**config.mk**
```make
export PLATFORM = sky130hd
export DESIGN_NAME = ram_wb_ctrl
export DESIGN_NICKNAME = d
export VERILOG_FILES = /design/src/rtl/ram_wb_ctrl_pkg.sv /design/src/rtl/ram_wb_wbuf.sv /design/src/rtl/ram_wb_ctrl.sv
export SDC_FILE = /design/constraint.sdc
export NUM_CORES = 1
export LEC_CHECK = 0
export ABC_CLOCK_PERIOD_IN_PS = 2000
export CAP_MARGIN = 0
export CORE_ASPECT_RATIO = 0.9
export CORE_MARGIN = 4
export CORE_UTILIZATION = 40
export CTS_BUF_LIST = sky130_fd_sc_hd__clkbuf_8
export CTS_CLUSTER_DIAMETER = 100
export DETAILED_ROUTE_END_ITERATION = 12
export PLACE_DENSITY = 0.84
export SETUP_SLACK_MARGIN = 0.15
export SLEW_MARGIN = 5
export SYNTH_ARGS = -nofsm -noshare
export SYNTH_HDL_FRONTEND = slang
export SYNTH_HIERARCHICAL = 1
export SYNTH_SLANG_ARGS = --single-unit
```
**constraint.sdc**
```tcl
create_clock -name wb_clk -period 2 [get_ports wb_clk]
set_clock_uncertainty 0.2 [all_clocks]
set_input_delay 0.4 -clock wb_clk [delete_from_list [all_inputs] [get_ports wb_clk]]
set_output_delay 0.4 -clock wb_clk [all_outputs]
set_load 0.01 [all_outputs]
```
**src/rtl/ram_wb_ctrl_pkg.sv**
```systemverilog
// rtl/ram_wb_ctrl_pkg.sv - shared types and helpers for ram_wb_ctrl
package ram_wb_ctrl_pkg;

    localparam int WB_ADDR_W = 30;

    typedef enum logic [1:0] {
        IDLE     = 2'd0,
        WR_ACK   = 2'd1,
        RD_ISSUE = 2'd2,
        RD_ACK   = 2'd3
    } state_t;

    typedef struct packed {
        logic                 valid;
        logic [WB_ADDR_W-1:0] addr;
        logic [3:0]           sel;
        logic [31:0]          data;
    } wbuf_t;

    function automatic logic [WB_ADDR_W-1:0] word_addr(input logic [31:0] adr);
        return adr[31:2];
    endfunction

endpackage

```
**src/rtl/ram_wb_wbuf.sv**
```systemverilog
// rtl/ram_wb_wbuf.sv - one-entry posted-write buffer with load, drain and hit tracking
module ram_wb_wbuf
    import ram_wb_ctrl_pkg::*;
#(
    parameter int ADDR_W = 9
) (
    input  logic              clk,
    input  logic              rst_n,
    input  logic              load,
    input  wbuf_t             load_entry,
    input  logic              drain_en,
    input  logic [ADDR_W-1:0] rd_word,
    output wbuf_t             entry,
    output logic              draining,
    output logic              drain_next,
    output logic              hit
);

    wbuf_t entry_q, entry_d;
    logic  drain_q, drain_d;

    always_ff @(posedge clk) begin
        if (!rst_n) begin
            entry_q <= '0;
            drain_q <= 1'b0;
        end else begin
            entry_q <= entry_d;
            drain_q <= drain_d;
        end
    end

    // A freshly loaded entry waits one cycle before draining, so the RAM
    // write never lands in the cycle the write is acked.
    always_comb begin
        entry_d = entry_q;
        if (load) begin
            entry_d = load_entry;
        end else if (drain_q) begin
            entry_d.valid = 1'b0;
        end
        drain_d = entry_d.valid && !load && drain_en;
    end

    assign entry      = entry_q;
    assign draining   = drain_q;
    assign drain_next = drain_d;
    assign hit        = entry_q.valid
                        && (entry_q.addr == WB_ADDR_W'(rd_word))
                        && (entry_q.sel == 4'b1111);

endmodule

```
**src/rtl/ram_wb_ctrl.sv**
```systemverilog
// rtl/ram_wb_ctrl.sv - Wishbone slave for a single-port word RAM with posted writes
// Optional read forwarding from the write buffer: RAM_WB_CTRL_FWD_EN
module ram_wb_ctrl
    import ram_wb_ctrl_pkg::*;
#(
    parameter int WORDS  = 512,
    parameter int ADDR_W = $clog2(WORDS)
) (
    input  logic              wb_clk,
    input  logic              wb_rst_n,
    input  logic              x_cyc,
    input  logic              x_we,
    input  logic [3:0]        x_sel,
    input  logic [31:0]       x_adr,
    input  logic [31:0]       x_dat,
    output logic              x_ack,
    output logic [31:0]       x_rdt,
    output logic              m_en,
    output logic [3:0]        m_we,
    output logic [ADDR_W-1:0] m_addr,
    output logic [31:0]       m_wdata,
    input  logic [31:0]       m_rdata
);

    state_t              state_q, state_d;
    logic                x_ack_q, x_ack_d;
    logic                m_en_q, m_en_d;
    logic [3:0]          m_we_q, m_we_d;
    logic [ADDR_W-1:0]   m_addr_q, m_addr_d;
    logic [31:0]         m_wdata_q, m_wdata_d;
    logic                fwd_q, fwd_d;
    logic [31:0]         fwd_data_q, fwd_data_d;

    logic [WB_ADDR_W-1:0] word_full;
    logic [ADDR_W-1:0]    word;
    logic                 req;
    logic                 wb_load, wb_draining, wb_drain_next, wb_hit, drain_en;
    wbuf_t                wb_entry, wb_load_entry;
    logic                 unused_ok;

    assign word_full = word_addr(x_adr);
    assign word      = word_full[ADDR_W-1:0];
    assign req       = x_cyc && !x_ack_q;
    assign drain_en  = (state_d != RD_ISSUE);

    always_comb begin
        wb_load_entry       = '0;
        wb_load_entry.valid = 1'b1;
        wb_load_entry.addr  = WB_ADDR_W'(word);
        wb_load_entry.sel   = x_sel;
        wb_load_entry.data  = x_dat;
    end

    ram_wb_wbuf #(
        .ADDR_W(ADDR_W)
    ) u_wbuf (
        .clk        (wb_clk),
        .rst_n      (wb_rst_n),
        .load       (wb_load),
        .load_entry (wb_load_entry),
        .drain_en   (drain_en),
        .rd_word    (word),
        .entry      (wb_entry),
        .draining   (wb_draining),
        .drain_next (wb_drain_next),
        .hit        (wb_hit)
    );

    always_ff @(posedge wb_clk) begin
        if (!wb_rst_n) begin
            state_q    <= IDLE;
            x_ack_q    <= 1'b0;
            m_en_q     <= 1'b0;
            m_we_q     <= 4'b0;
            m_addr_q   <= '0;
            m_wdata_q  <= '0;
            fwd_q      <= 1'b0;
            fwd_data_q <= '0;
        end else begin
            state_q    <= state_d;
            x_ack_q    <= x_ack_d;
            m_en_q     <= m_en_d;
            m_we_q     <= m_we_d;
            m_addr_q   <= m_addr_d;
            m_wdata_q  <= m_wdata_d;
            fwd_q      <= fwd_d;
            fwd_data_q <= fwd_data_d;
        end
    end

    always_comb begin
        state_d    = state_q;
        wb_load    = 1'b0;
        fwd_d      = 1'b0;
        fwd_data_d = '0;
        case (state_q)
            IDLE: begin
                if (req) begin
                    if (x_we) begin
                        if (!wb_entry.valid || wb_draining) begin
                            wb_load = 1'b1;
                            state_d = WR_ACK;
                        end
                    end
`ifdef RAM_WB_CTRL_FWD_EN
                    else if (wb_hit) begin
                        state_d    = RD_ACK;
                        fwd_d      = 1'b1;
                        fwd_data_d = wb_entry.data;
                    end
`endif
                    else if (!wb_entry.valid) begin
                        state_d = RD_ISSUE;
                    end
                end
            end
            WR_ACK:   state_d = IDLE;
            RD_ISSUE: state_d = x_cyc ? RD_ACK : IDLE;
            RD_ACK:   state_d = IDLE;
            default:  state_d = IDLE;
        endcase
    end

    // RAM strobes are registered from the next state, so a read issue and a
    // drain can never share a cycle: reads only issue with the buffer empty.
    always_comb begin
        x_ack_d   = (state_d == WR_ACK) || (state_d == RD_ACK);
        m_en_d    = 1'b0;
        m_we_d    = 4'b0;
        m_addr_d  = '0;
        m_wdata_d = '0;
        if (state_d == RD_ISSUE) begin
            m_en_d   = 1'b1;
            m_addr_d = word;
        end else if (wb_drain_next) begin
            m_en_d    = 1'b1;
            m_we_d    = wb_entry.sel;
            m_addr_d  = wb_entry.addr[ADDR_W-1:0];
            m_wdata_d = wb_entry.data;
        end
        x_rdt = '0;
        if (state_q == RD_ACK) begin
            x_rdt = fwd_q ? fwd_data_q : m_rdata;
        end
    end

    assign x_ack   = x_ack_q;
    assign m_en    = m_en_q;
    assign m_we    = m_we_q;
    assign m_addr  = m_addr_q;
    assign m_wdata = m_wdata_q;

`ifdef RAM_WB_CTRL_FWD_EN
    assign unused_ok = ^{word_full[WB_ADDR_W-1:ADDR_W], wb_entry.addr[WB_ADDR_W-1:ADDR_W]};
`else
    assign unused_ok = ^{word_full[WB_ADDR_W-1:ADDR_W], wb_entry.addr[WB_ADDR_W-1:ADDR_W], wb_hit};
`endif

endmodule

```
Word level (Yosys, flattened, before mapping)
Index checks and enable logic that the tools add are counted.

storage, ports and cells
  bits in registers = 96
  input port bits = 104

operators by class
  eq/ne operators = 7
  muxes and demuxes = 17
  bitwise operators = 2
  reduce and logical (&&, ||, !) cells = 11

operator list
  cell                  count
  $mux W32              1
  $mux W9               2
  $mux W2               5
  $eq A2 B2 Y1 const B  4
  $mux W1               8
  $pmux W2 S3           1
  $eq A2 B1 Y1 const B  2
  $logic_and A1 B1 Y1   3
  $logic_not A1 Y1      3
  $reduce_or A3 Y1      1
  $logic_not A2 Y1      1
  $logic_or A1 B1 Y1    2
  $ne A2 B2 Y1 const B  1
  $not A1 Y1            2
  $reduce_or A2 Y1      1

Depth between registers and ports, before layout
  depth in word-level cells = 11
  mapped depth = 9

Cells and area by module
Netlist, hierarchy kept.

modules (own cells, without submodules)
  module       times used  cells an instance  area an instance (um^2)  seq. area each (um^2)
  ram_wb_wbuf  1           241                2,742.6                  1,361.3
  ram_wb_ctrl  1           171                1,790.5                  960.9

Worst setup path before layout
No wires, ideal clock.

  kind = reg-to-reg
  from = reg state_q[0]
  to = reg m_addr_q[0] (netlist: m_addr[0])
  arrival = 1.794 ns
  required time = 1.728 ns
  setup slack = -0.065 ns
  cell stages (with the launch flop) = 9
  path buffers = 3
  path through = dfxtp_1 nand2b_1 nor3_1 buf_6 buf_6 nor4bb_4 clkbuf_1 nand3_1 mux2i_1

between the ends
  elaborated cells on any way between the ends = 19
  those cells by class = eq/ne: 5; mux: 9; reduce/logical: 5

RTL lines
  element                                             line                                  RTL
  start: declaration                                  ram_wb_ctrl.sv:25                     state_t state_q, state_d;
  start signal: assignment                            ram_wb_ctrl.sv:80                     state_q <= state_d;
  $logic_not A2 Y1 (*)                                ram_wb_ctrl.sv:96                     case (state_q)
  $mux W1 (*)                                         ram_wb_ctrl.sv:96
  via wb_load                                         ram_wb_ctrl.sv:37                     logic wb_load, wb_draining, wb_drain_next, wb_hit, drain_en;
  $mux W1 / $logic_not A1 Y1 (equally long branches)  ram_wb_wbuf.sv:36, ram_wb_wbuf.sv:41
  $logic_and A1 B1 Y1 (*) (2 in series)               ram_wb_wbuf.sv:41                     drain_d = entry_d.valid && !load && drain_en;
  via wb_drain_next                                   ram_wb_ctrl.sv:37
  $mux W9 (*)                                         ram_wb_ctrl.sv:135                    end else if (wb_drain_next) begin
  $mux W9 (*)                                         ram_wb_ctrl.sv:132                    if (state_d == RD_ISSUE) begin
  end signal: assignment                              ram_wb_ctrl.sv:84                     m_addr_q <= m_addr_d;
  end: declaration                                    ram_wb_ctrl.sv:29                     logic [ADDR_W-1:0] m_addr_q, m_addr_d;

Mark *: on every way through the listed nets, which the timed path passes. The rest lies on a longest branch.
A chain may end at the register's enable or synchronous reset.

Final worst setup path
  from = reg state_q[1]
  to = reg m_wdata_q[25] (netlist: m_wdata[25])

between the ends
  cells in the longest elaborated chain, start to end = 8
  elaborated cells on any way between the ends = 19
  those cells by class = eq/ne: 5; mux: 7; bitwise: 1; reduce/logical: 6

ends and longest elaborated chain
  element                                line                                    RTL
  $mux W2, on equally long branches      ram_wb_ctrl.sv:112, ram_wb_ctrl.sv:100
  $mux W2                                ram_wb_ctrl.sv:99                       if (x_we) begin
  $mux W2                                ram_wb_ctrl.sv:98                       if (req) begin
  $pmux W2 S3 (*)                        ram_wb_ctrl.sv:96
  $ne A2 B2 Y1 (*)                       ram_wb_ctrl.sv:44                       assign drain_en = (state_d != RD_ISSUE);
  via drain_en                           ram_wb_ctrl.sv:37
  $logic_and A1 B1 Y1 (*)                ram_wb_wbuf.sv:41
  via wb_drain_next                      ram_wb_ctrl.sv:37
  $not A1 Y1 (no source line) (*)        -
  $reduce_or A3 Y1 (no source line) (*)  -
  end signal: assignment                 ram_wb_ctrl.sv:85                       m_wdata_q <= m_wdata_d;
  end: declaration                       ram_wb_ctrl.sv:30                       logic [31:0] m_wdata_q, m_wdata_d;

Marks and branches as above.

==> metrics.txt <==
Final Setup Violations=0; Placed Instances=588; setup TNS=0 ps; GP Congestion=between 0.6 and 0.7; Initial DRC Count=75; final WL=10.89 mm; count of final hold-check violations=0; Final Max Tran Viols=0; port buffer count=between 150 and 200; Root Buffer=clkbuf_8; # H-tree levels=3; clock transition at the registers of the reported paths=90 ps; critical path type=register to register; peak supply drop=0.0004470 V; R2R setup slack=30 ps; Ports=183; per-cell routed wire length=~17 um; gr usage total=0.1897; fmax=508.7 MHz; # rows=32; fillers=622; grt ovf=0; Post-Syn Nets=431; slowest stage cell, crit path=or3_4; Initial Utilization=0.4149; Final Instance Count excl. Fillers=627; die footprint=around 11,000 um^2; yosys synthesis warning count=6; clk buf depth=2; worst min path class=register to register; Cells after Synth=between 300 and 400; largest net degree at the start of global routing=53; Arrival @ worst endpoint=2010 ps; pwr dens=628.0 nW/um^2; Antenna Cells=0; DR vias=2,984; HPWL Detailed=6.220 mm; crit-path max FO=5; Syn Area/Cell=approximately 11 um^2; first-pass detailed-route iteration total=4; core box area=8688 um^2; DR vias/cell=4.759; hold_buf cts=0; synth-to-layout area growth=71.43%; Tcrit/Tclk final=0.9828; vias in the first global route=3,030; register area=roughly 1900 um^2; total CTS buffers=9; max_cap viols=0; CP Data Required Time=2040 ps; crit-path max cell delay=380 ps; clk sinks=95; CTS tree=done; clk_lat worst skew=between 300 and 400 ps; status=finished, final reports clean; crit path capture type=register; initial antenna violation count=0; area of the multi-input gates=1764 um^2; Routed Antenna Nets=0; layout cells sized above 1=0.3051; RSZ-0062 raised after global routing=true; Startpoint Class=register; Cell Chain, Critical Path=buf_6, or3_4, nor2_4, inv_2, nor4bb_4, buf_4, o211a_4, and2_4; Post-Syn Area=roughly 3600 um^2; Die W=between 100 and 150 um; drt drc=0; number of nets in the layout=607; P_leak=~3 nW; post-layout min period=roughly 2000 ps; first-pass GRT wire length=15.73 mm; Die Y=around 98 um
-- routing by layer --
metal	global-route usage	wire [um]	up-vias	share of wire
li1	-	-	1439	-
met1	0.2140	4222	1431	0.39
met2	0.3356	5767	95	0.53
met3	0.06345	669	19	0.061
met4	0.06019	235	0	0.022
met5	0	0	-	0
-- layout make-up --
cell class              instances  area share
clock buffers                  11     0.02450
clock inverters                 5     0.01033
inverters                       4    0.002430
multi-input cells             204      0.2855
flip-flops and latches         95      0.3094
well taps                     119     0.02409
repair buffers                189      0.3438
-- placed cells by master (no fill, tap or decap), drive strengths merged --
master	instances
dlygate4sd2	4
nor3	1
nor3b	1
buf	60
bufbuf	2
dlymetal6s2s	32
conb	1
o211a	5
nor2b	46
clkinv	2
or3	1
nor2	1
mux2i	54
a211oi	2
and3	32
nand2b	1
clkinvlp	1
o21a	1
dfxtp	95
inv	5
nor4bb	1
clkbuf	13
nand2	9
and2	37
bufinv	1
clkdlybuf4s50	89
o21ai	1
a21oi	1
nand3	9
-- registers in the layout, summed over array words and instances (netlist names) --
signal,flops
m_en,1
state_q,2
m_we,4
m_wdata,32
u_wbuf/draining,1
u_wbuf/entry,46
m_addr,9
-- path summary, 6_finish.rpt --
kind,end,cells past startpoint,startpoint
setup / recovery,m_wdata[25],8,state_q[1]
hold / removal,m_wdata[17],1,u_wbuf/entry[17]
setup reg to reg,m_wdata[25],8,state_q[1]
hold reg to reg,m_wdata[17],1,u_wbuf/entry[17]
-- worst max-delay path, delay by kind of cell (launching register included) --
kind / cells / cell delay [ps]
buffers and inverters: 3 / 310
DFF: 1 / 370
AOI/OAI and AO/OA: 1 / 170
and+or+nand+nor: 4 / 810
-- stage by stage --
| stage | utilization | hold WS, ps | power (mW) | setup WS [ps] | area (um^2) |
|---|---|---|---|---|---|
| 2_1_floorplan | - | 229.1 | 2.234 | 46.12 | 3630 |
| 3_3_place_gp | 0.6142 | 236.2 | 2.459 | -349.1 | 5336 |
| 3_5_place_dp | 0.6142 | 249.5 | 2.475 | -371.1 | 5336 |
| 4_1_cts | 0.6872 | 270.7 | 3.898 | 13.40 | 5971 |
| 5_1_grt | 0.7113 | 285.4 | 4.054 | -35.39 | 6180 |
| 6_report | 0.7113 | 268.0 | 3.881 | 34.30 | 6180 |
-- repair_timing --
action,4_1_cts,5_1_grt
gates resized for setup,191,58
pin swaps,16,8
gates cloned,13,0
endpoints found under the setup margin,98,156
buffers inserted,8,2
-- power by group --
part           switching [mW]  leakage [nW]  internal [mW]  total [mW]
Combinational           0.221          2.15          0.368       0.589
Clock                   0.656         0.106          0.655        1.31
Sequential             0.0331         0.773           1.95        1.98
Total                   0.910          3.03           2.97        3.88
Note: power is estimated with default switching activity, not from simulation.
